### config.mk
export PLATFORM = sky130hd
export DESIGN_NAME = summer_bank
export DESIGN_NICKNAME = d
export VERILOG_FILES = /design/src/rtl/summer_bank.sv
export SDC_FILE = /design/constraint.sdc
export NUM_CORES = 1
export LEC_CHECK = 0
export ABC_CLOCK_PERIOD_IN_PS = 3000
export BUFFER_PORTS_ARGS = -buffer_cell sky130_fd_sc_hd__buf_4
export CAP_MARGIN = 40
export CELL_PAD_IN_SITES_DETAIL_PLACEMENT = 2
export CELL_PAD_IN_SITES_GLOBAL_PLACEMENT = 2
export CORE_AREA = 3 3 110 112
export CTS_CLUSTER_SIZE = 28
export DETAILED_ROUTE_END_ITERATION = 16
export DIE_AREA = 0 0 113 115
export PLACE_DENSITY_LB_ADDON = 0.1
export SLEW_MARGIN = 20
export SYNTH_ARGS = -nofsm -noshare
export SYNTH_HDL_FRONTEND = slang
export SYNTH_SLANG_ARGS = --single-unit
### constraint.sdc
create_clock -name clock -period 3 [get_ports clock]
set_input_delay 0.6 -clock clock [delete_from_list [all_inputs] [get_ports clock]]
set_output_delay 0.6 -clock clock [all_outputs]
set_load 0.05 [all_outputs]
### src/rtl/summer_bank.sv
// -----------------------------------------------------------------------------
// summer_bank
//
// Multi-channel accumulator bank. It holds CHANNELS = 2**CHAN_BITS independent
// WIDTH-bit accumulators and accepts one request per cycle over a valid/ready
// handshake. Each accepted request produces exactly one registered response.
//
// Operations (in_op):
//   0 SUM  : out_sum = a + b, out_carry = carry, accumulator untouched
//   1 ACC  : acc[ch] += a, out_sum = new acc, out_carry = carry,
//            and a carry sets the sticky ovf_mask[ch]
//   2 LOAD : acc[ch] = a, ovf_mask[ch] cleared, out_sum = a, out_carry = 0
//   3 READ : out_sum = acc[ch], out_carry = 0, no state change
//
// Ports:
//   clock, reset         single clock, synchronous active-high reset
//   in_valid/in_ready    request handshake (in_ready = !out_valid || out_ready)
//   in_chan, in_op       target channel and operation
//   in_a, in_b           operands (in_b is used by SUM only)
//   out_valid/out_ready  response handshake (one-entry output register)
//   out_chan, out_sum,   channel, result and carry of the held response
//   out_carry
//   ovf_mask             sticky per-channel overflow flags
//   peek_chan/peek_value combinational debug view of the committed acc state
//
// Build option:
//   SUMMER_BANK_SATURATE_EN  when defined, SUM and ACC clamp to 2**WIDTH-1 on
//                            carry (the carry and overflow flag still report 1).
//                            When undefined, arithmetic wraps modulo 2**WIDTH.
// -----------------------------------------------------------------------------
module summer_bank #(
  parameter int WIDTH     = 8,
  parameter int CHAN_BITS = 2
) (
  input  logic                      clock,
  input  logic                      reset,
  input  logic                      in_valid,
  output logic                      in_ready,
  input  logic [CHAN_BITS-1:0]      in_chan,
  input  logic [1:0]                in_op,
  input  logic [WIDTH-1:0]          in_a,
  input  logic [WIDTH-1:0]          in_b,
  output logic                      out_valid,
  input  logic                      out_ready,
  output logic [CHAN_BITS-1:0]      out_chan,
  output logic [WIDTH-1:0]          out_sum,
  output logic                      out_carry,
  output logic [(2**CHAN_BITS)-1:0] ovf_mask,
  input  logic [CHAN_BITS-1:0]      peek_chan,
  output logic [WIDTH-1:0]          peek_value
);

  localparam int CHANNELS = 2**CHAN_BITS;

  localparam logic [1:0] OP_SUM  = 2'd0;
  localparam logic [1:0] OP_ACC  = 2'd1;
  localparam logic [1:0] OP_LOAD = 2'd2;
  localparam logic [1:0] OP_READ = 2'd3;

  // ---------------------------------------------------------------------------
  // State
  // ---------------------------------------------------------------------------
  logic [CHANNELS-1:0][WIDTH-1:0] acc_reg;
  logic [CHANNELS-1:0][WIDTH-1:0] acc_next;
  logic [CHANNELS-1:0]            ovf_reg;
  logic [CHANNELS-1:0]            ovf_next;

  logic                 out_valid_reg;
  logic                 out_valid_next;
  logic [CHAN_BITS-1:0] out_chan_reg;
  logic [CHAN_BITS-1:0] out_chan_next;
  logic [WIDTH-1:0]     out_sum_reg;
  logic [WIDTH-1:0]     out_sum_next;
  logic                 out_carry_reg;
  logic                 out_carry_next;

  // ---------------------------------------------------------------------------
  // Handshake
  // ---------------------------------------------------------------------------
  logic accept;

  // A new request may enter whenever the single output slot is empty or is
  // being drained in this very cycle.
  assign in_ready = !out_valid_reg || out_ready;
  assign accept   = in_valid && in_ready;

  // ---------------------------------------------------------------------------
  // Shared adder
  // ---------------------------------------------------------------------------
  // One WIDTH+1 adder serves both SUM (a+b) and ACC (acc[ch]+a); the operand
  // muxes pick the pair based on the opcode.
  logic [WIDTH-1:0] sel_acc;
  logic [WIDTH-1:0] add_lhs;
  logic [WIDTH-1:0] add_rhs;
  logic [WIDTH:0]   add_wide;
  logic             add_carry;
  logic [WIDTH-1:0] add_result;

  assign sel_acc = acc_reg[in_chan];

  always_comb begin
    add_lhs = sel_acc;
    add_rhs = in_a;
    if (in_op == OP_SUM) begin
      add_lhs = in_a;
      add_rhs = in_b;
    end
  end

  assign add_wide  = {1'b0, add_lhs} + {1'b0, add_rhs};
  assign add_carry = add_wide[WIDTH];

`ifdef SUMMER_BANK_SATURATE_EN
  // Clamp to all-ones when the addition overflows; the carry is still reported.
  assign add_result = add_carry ? {WIDTH{1'b1}} : add_wide[WIDTH-1:0];
`else
  // Plain modulo-2**WIDTH wrap.
  assign add_result = add_wide[WIDTH-1:0];
`endif

  // ---------------------------------------------------------------------------
  // Per-channel accumulator and sticky overflow update
  // ---------------------------------------------------------------------------
  // Each channel only reacts to an accepted request addressed to it. The acc
  // is written at the accept edge, so a back-to-back ACC on the same channel
  // already reads the updated value through sel_acc.
  generate
    for (genvar gi = 0; gi < CHANNELS; gi++) begin : g_chan
      logic hit;
      logic hit_acc;
      logic hit_load;

      assign hit      = accept && (in_chan == CHAN_BITS'(gi));
      assign hit_acc  = hit && (in_op == OP_ACC);
      assign hit_load = hit && (in_op == OP_LOAD);

      assign acc_next[gi] = hit_acc  ? add_result :
                            hit_load ? in_a       :
                                       acc_reg[gi];

      assign ovf_next[gi] = hit_load               ? 1'b0 :
                            (hit_acc && add_carry) ? 1'b1 :
                                                     ovf_reg[gi];
    end
  endgenerate

  // ---------------------------------------------------------------------------
  // Response register next-state
  // ---------------------------------------------------------------------------
  always_comb begin
    out_valid_next = out_valid_reg;
    out_chan_next  = out_chan_reg;
    out_sum_next   = out_sum_reg;
    out_carry_next = out_carry_reg;

    if (accept) begin
      // A new response replaces the held one (the old one is being consumed
      // in the same cycle, otherwise accept could not be high).
      out_valid_next = 1'b1;
      out_chan_next  = in_chan;
      unique case (in_op)
        OP_SUM, OP_ACC: begin
          out_sum_next   = add_result;
          out_carry_next = add_carry;
        end
        OP_LOAD: begin
          out_sum_next   = in_a;
          out_carry_next = 1'b0;
        end
        default: begin
          out_sum_next   = sel_acc;
          out_carry_next = 1'b0;
        end
      endcase
    end else if (out_ready) begin
      // Drained with nothing new: drop valid, keep the payload as it was.
      out_valid_next = 1'b0;
    end
  end

  // ---------------------------------------------------------------------------
  // Registers
  // ---------------------------------------------------------------------------
  always_ff @(posedge clock) begin
    if (reset) begin
      acc_reg       <= '0;
      ovf_reg       <= '0;
      out_valid_reg <= 1'b0;
      out_chan_reg  <= '0;
      out_sum_reg   <= '0;
      out_carry_reg <= 1'b0;
    end else begin
      acc_reg       <= acc_next;
      ovf_reg       <= ovf_next;
      out_valid_reg <= out_valid_next;
      out_chan_reg  <= out_chan_next;
      out_sum_reg   <= out_sum_next;
      out_carry_reg <= out_carry_next;
    end
  end

  // ---------------------------------------------------------------------------
  // Outputs
  // ---------------------------------------------------------------------------
  assign out_valid  = out_valid_reg;
  assign out_chan   = out_chan_reg;
  assign out_sum    = out_sum_reg;
  assign out_carry  = out_carry_reg;
  assign ovf_mask   = ovf_reg;
  assign peek_value = acc_reg[peek_chan];

endmodule

=== Word level (Yosys, flattened, before mapping) ===
Cells that the tools add are included.

* Bits in registers: 48
* Bits of input ports: 26
* Word-level logic and storage cells: 69

* $add $sub $neg: 1
* Magnitude comparators: 2
* Eq/ne operators: 5
* Muxes and demuxes: 18
* Reduce and logical (&&, ||, !) cells: 31

{| class="wikitable"
|+ Operators with widths
! operator !! number
|-
| $mux 8 || 12
|-
| $bmux 8 s2 || 2
|-
| $logic_and 1x1->1 || 17
|-
| $pmux 8 s2 || 1
|-
| $reduce_bool 2->1 || 5
|-
| $reduce_or 2->1 || 5
|-
| $add 8x8->9 || 1
|-
| $eq 2x2->1 const B || 3
|-
| $lt 2x3->1 const B || 2
|-
| $eq 2x1->1 const B || 2
|-
| $logic_not 2->1 || 2
|-
| $mux 1 || 3
|-
| $logic_not 1->1 || 1
|-
| $logic_or 1x1->1 || 1
|}

=== Depth between registers and ports, before layout ===
* Depth after elaboration: 7
* Depth in mapped cells: 12

=== Worst setup path after synthesis ===
Ideal clock, no wire load.

* Path type: input-to-reg
* Start point: input port in_op[1]
* End point: register acc_reg[30] in the netlist's numbering
* Library setup time: 132 ps
* Arrival: 2950 ps
* Data required time: 2868 ps
* Slack: -82 ps
* Stages on the path: 12
* Path buffers: 2
* Cell sequence: buf_2 -> nor2_1 -> buf_2 -> mux2_2 -> ha_1 -> inv_1 -> fa_1 -> nor2b_1 -> o2111a_1 -> or3_1 -> a32oi_1 -> a21oi_1

* Word-level cells in the longest chain between the ends: 4
* Elaborated cells on any way between the ends: 10
* Classes of those cells: add/sub (1); eq/ne (2); mux (3); reduce/logical (4)

{| class="wikitable"
|+ RTL lines
! item !! line !! source
|-
| start, declared || 40 || <nowiki>input logic [1:0] in_op,</nowiki>
|-
| $logic_not 2->1 || 104 || <nowiki>if (in_op == OP_SUM) begin</nowiki>
|-
| $mux 8 || 104 ||
|-
| $add 8x8->9 || 110 || <nowiki>assign add_wide = {1'b0, add_lhs} + {1'b0, add_rhs};</nowiki>
|-
| $mux 8 || 137 || <nowiki>assign acc_next[gi] = hit_acc ? add_result :</nowiki>
|-
| end signal, assigned || 193 || <nowiki>acc_reg <= acc_next;</nowiki>
|-
| end, declared || 63 || <nowiki>logic [CHANNELS-1:0][WIDTH-1:0] acc_reg;</nowiki>
|}

Parallel ways exist; a longest one is shown, timed or not.
A chain may end at the register's enable or synchronous reset.

=== Worst setup path after layout ===
* Start point: input port in_chan[0]
* End point: register acc_reg[14] in the netlist's numbering

* Word-level cells in the longest chain between the ends: 5
* Elaborated cells on any way between the ends: 10
* Classes of those cells: add/sub (1); eq/ne (1); mux (4); reduce/logical (4)

{| class="wikitable"
|+ RTL lines
! item !! line !! source
|-
| start, declared || 39 || <nowiki>input logic [CHAN_BITS-1:0] in_chan,</nowiki>
|-
| $bmux 8 s2 || 99 || <nowiki>assign sel_acc = acc_reg[in_chan];</nowiki>
|-
| $mux 8 (implied by the code) || 99 ||
|-
| $mux 8 || 104 ||
|-
| $add 8x8->9 || 110 ||
|-
| $mux 8 || 137 ||
|}

Parallel ways exist; a longest one is shown, timed or not. The select of a mux whose other input is x is not followed.

==> impl_metrics.py <==
metrics = {
    "grt": {
        "antenna_found_initial": 0,
        "grt_overflow": 0,
        "grt_pass1_wl_um": 23000,
        "grt_max_degree": 49,
        "grt_usage_pct": 23.0,
        "grt_pass1_vias": 3973,
    },
    "route": {
        "vias_per_cell": 5.84,
        "drt_first_pass_iters": 4,
        "wl_per_cell_um": 23.8,
        "drtIter0Drc": 190,
        "routed_wl_um": 14700,
        "drtAntennaViolNets": 0,
        "drc_errors": 0,
        "num_vias": 3622,
    },
    "logic_synthesis": {
        "ys.flop_type": "dfxtp_1",
        "synth_enable_flop_cells": 0,
        "synthDistinctLibCells": 60,
        "synth_commonest_cells": "48 x dfxtp_1, 43 x nand2_1, 41 x nor2_1",
        "synthArstFlopShare_pct": 0,
        "synth_top_area_cell": "dfxtp_1",
        "synth_cells": 406,
        "synth-seq-cells": 48,
        "synth_seq_area_share_pct": 27.9,
        "syn_area_mm2": 0.00344,
        "synth_fp_nets": 441,
        "post-synth-top-count-cell": "dfxtp_1",
        "synth.area.top_cells": "dfxtp_1 28%, mux4_2 5.9%, mux4_1 5.3%",
        "yosys_warnings": 0,
        "yosysTopAreaCellShare_pct": 27.9,
        "syn_avg_cell_area_um2": 8.47,
    },
    "pwr": {
        "internal-power_mw": 1.24,
        "total_power_mw": 1.89,
        "vdd.ir_drop.worst_mv": 0.320,
        "pwr-share-comb_pct": 31.6,
        "power_frac_seq_pct": 36.2,
        "leakagePower_nw": 1.71,
        "p_sw_mw": 0.652,
        "switching_share_pct": 34.5,
        "power_density_mw_per_mm2": 431,
        "p_clk_share_pct": 32.3,
    },
    "sta": {
        "setup_ws_ns": 0.0881,
        "fin_skew_ns": 0.0110,
        "hold_viol_final": 0,
        "worstMarginPinSlew_ns": 0.678,
        "maxSlewHeadroom_pct": 54.8,
        "fin_crit_sh_pct": 97.1,
        "drv_slew": 0,
        "period_needed_ns": 2.91,
        "setup_violations": 0,
        "max_freq_mhz": 343,
    },
    "final_layout": {
        "largest_register_ffs": 32,
        "drive_gt1_share_pct": 31.0,
        "antenna_cells": 0,
        "nNetsFinal": 511,
        "fin_area_mm2": 0.00438,
        "area_growth_pct": 27.5,
        "fin_util_pct": 38.7,
    },
    "setup_path": {
        "crit_chain": "buf_4 -> mux4_2 -> mux2_2 -> ha_1 -> a21oi_4 -> o21bai_1 -> or3_4 -> a32oi_2 -> a21oi_1",
        "start_kind": "input pin",
        "cp.required_ns": 3.16,
        "worstPathArrival_ns": 3.07,
        "crit_family": "multiplexers",
        "critPathKind": "input pin to register",
        "end_kind": "register",
        "slowest_delay_ns": 0.55,
        "cp_num_buf_inv": 1,
        "slowest_stage": "mux4_2",
        "cp_max_fo": 9,
    },
    "cts": {
        "clock_latency_ns": 0.30,
        "clk_pin_slew_worst_paths_ns": 0.07,
        "postCtsSetupRepairBufs": 0,
        "tritoncts": "yes",
        "cts.sinks": 48,
        "cts_root_buf": "clkbuf_16",
        "clockBufferDepth": 2,
        "numCtsBuffers": 5,
        "cts_max_level": 2,
    },
    "die": {
        "core.rowCount": 39,
        "die_w_um": 113,
        "core_region_area_mm2": 0.0113,
        "initial_core_util_pct": 30.4,
        "die-area_mm2": 0.0130,
        "ios": 51,
        "fp.dieH_um": 115,
    },
    "placement": {
        "post-dp-hpwl_um": 10700,
        "gp_congestion": 0.805,
        "dpl-instance-area_mm2": 0.00419,
        "place_ws_ns": -0.384,
        "io_buffers": 50,
    },
    "flow_run": {
        "drv_cap": 0,
    },
    "outcome": {
        "status": "finished, final reports clean",
    },
    "hold_path": {
        "hold_path_class": "register to register",
    },
}
==> kinds of logic (layout without fill, tap and decap cells) <==
group / after synthesis / count (layout) / synth area share, %
simple gates: 156 / 156 / 22.4
compound gates: 113 / 113 / 22.4
flops: 48 / 48 / 27.9
buf+inv: 42 / 113 / 5.90
mux: 34 / 34 / 16.9
fa+ha+maj: 9 / 9 / 3.49
xor+xnor: 4 / 4 / 1.02
==> metrics by stage <==
| stage | cells | TNS (ns) | hold WS, ns |
|---|---|---|---|
| after detailed placement | 612 | -6.56 | 0.456 |
| after global placement | 612 | -4.48 | 0.438 |
| after global routing | 620 | -0.0299 | 0.494 |
| final | 620 | 0 | 0.459 |
| after floorplan | 406 | 0 | 0.459 |
| after CTS | 620 | 0 | 0.466 |
==> timing repair <==
| action | in CTS | in global routing |
|---|---|---|
| setup endpoints to repair | 2 | 18 |
| pin swaps | 0 | 3 |
| hold buffers | 0 | 0 |
| gates resized for setup | 2 | 11 |
==> power by group through the flow <==
stage | clock network (mW) | logic [mW] | registers, mW
2_1_floorplan | 0 | 0.295 | 0.737
3_3_place_gp | 0 | 0.569 | 0.697
3_5_place_dp | 0 | 0.581 | 0.698
4_1_cts | 0.623 | 0.586 | 0.683
5_1_grt | 0.648 | 0.645 | 0.687
6_report | 0.610 | 0.597 | 0.684
==> per-layer routing <==
metal,track usage [%],part of all wire [%],vias to the layer above
met2,40.8,50,87
met4,6.81,2.8,0
met5,0,0,-
met3,2.84,3.7,27
li1,-,-,1663
met1,29.3,43,1845
==> worst register-to-register path, cell delays in order (launching register included) <==
cell	delay (ns)
dfxtp_1	0.36
mux4_2	0.49
mux2_2	0.30
ha_4	0.19
inv_1	0.07
fa_2	0.21
nor2b_1	0.07
o2111a_2	0.28
or3_4	0.38
a32oi_2	0.21
a21oi_1	0.08
==> worst paths after layout <==
kind / start / to / slack, ns / depth (start not counted)
max: in_chan[0] / acc_reg[14] / 0.09 / 9
min: out_chan[1] / out_chan[1] / 0.46 / 2
max reg2reg: acc_reg[8] / acc_reg[14] / 0.22 / 10
min reg2reg: out_chan[1] / out_chan[1] / 0.46 / 2
==> placed cells by master, fill, tap and decap left out, types with 4 or more instances in the layout <==
master,instances
o22a_1,4
o21ai_1,4
a311oi_1,5
mux4_2,13
dfxtp_1,48
inv_1,11
mux2i_1,7
and3_1,5
a21o_1,4
a2bb2oi_1,5
nand2_1,43
mux2_2,11
a21oi_1,22
nor2b_1,9
nand3_1,16
o21ai_0,21
buf_4,90
nor2_1,40
nor3_1,13
clkbuf_16,5
a31oi_1,9
nor4_1,6
ha_1,6
o22ai_1,13
==> area by class of cell <==
| cell class | instances | area [um2] |
|---|---|---|
| well taps | 143 | 179 |
| inverters | 13 | 48.8 |
| repair buffers | 92 | 716 |
| fillers | 1304 | 6940 |
| clock inverters | 1 | 7.51 |
| clock buffers | 7 | 143 |
| multi-input cells | 316 | 2330 |
| flip-flops and latches | 48 | 961 |
(Power assumes the default switching activity.)
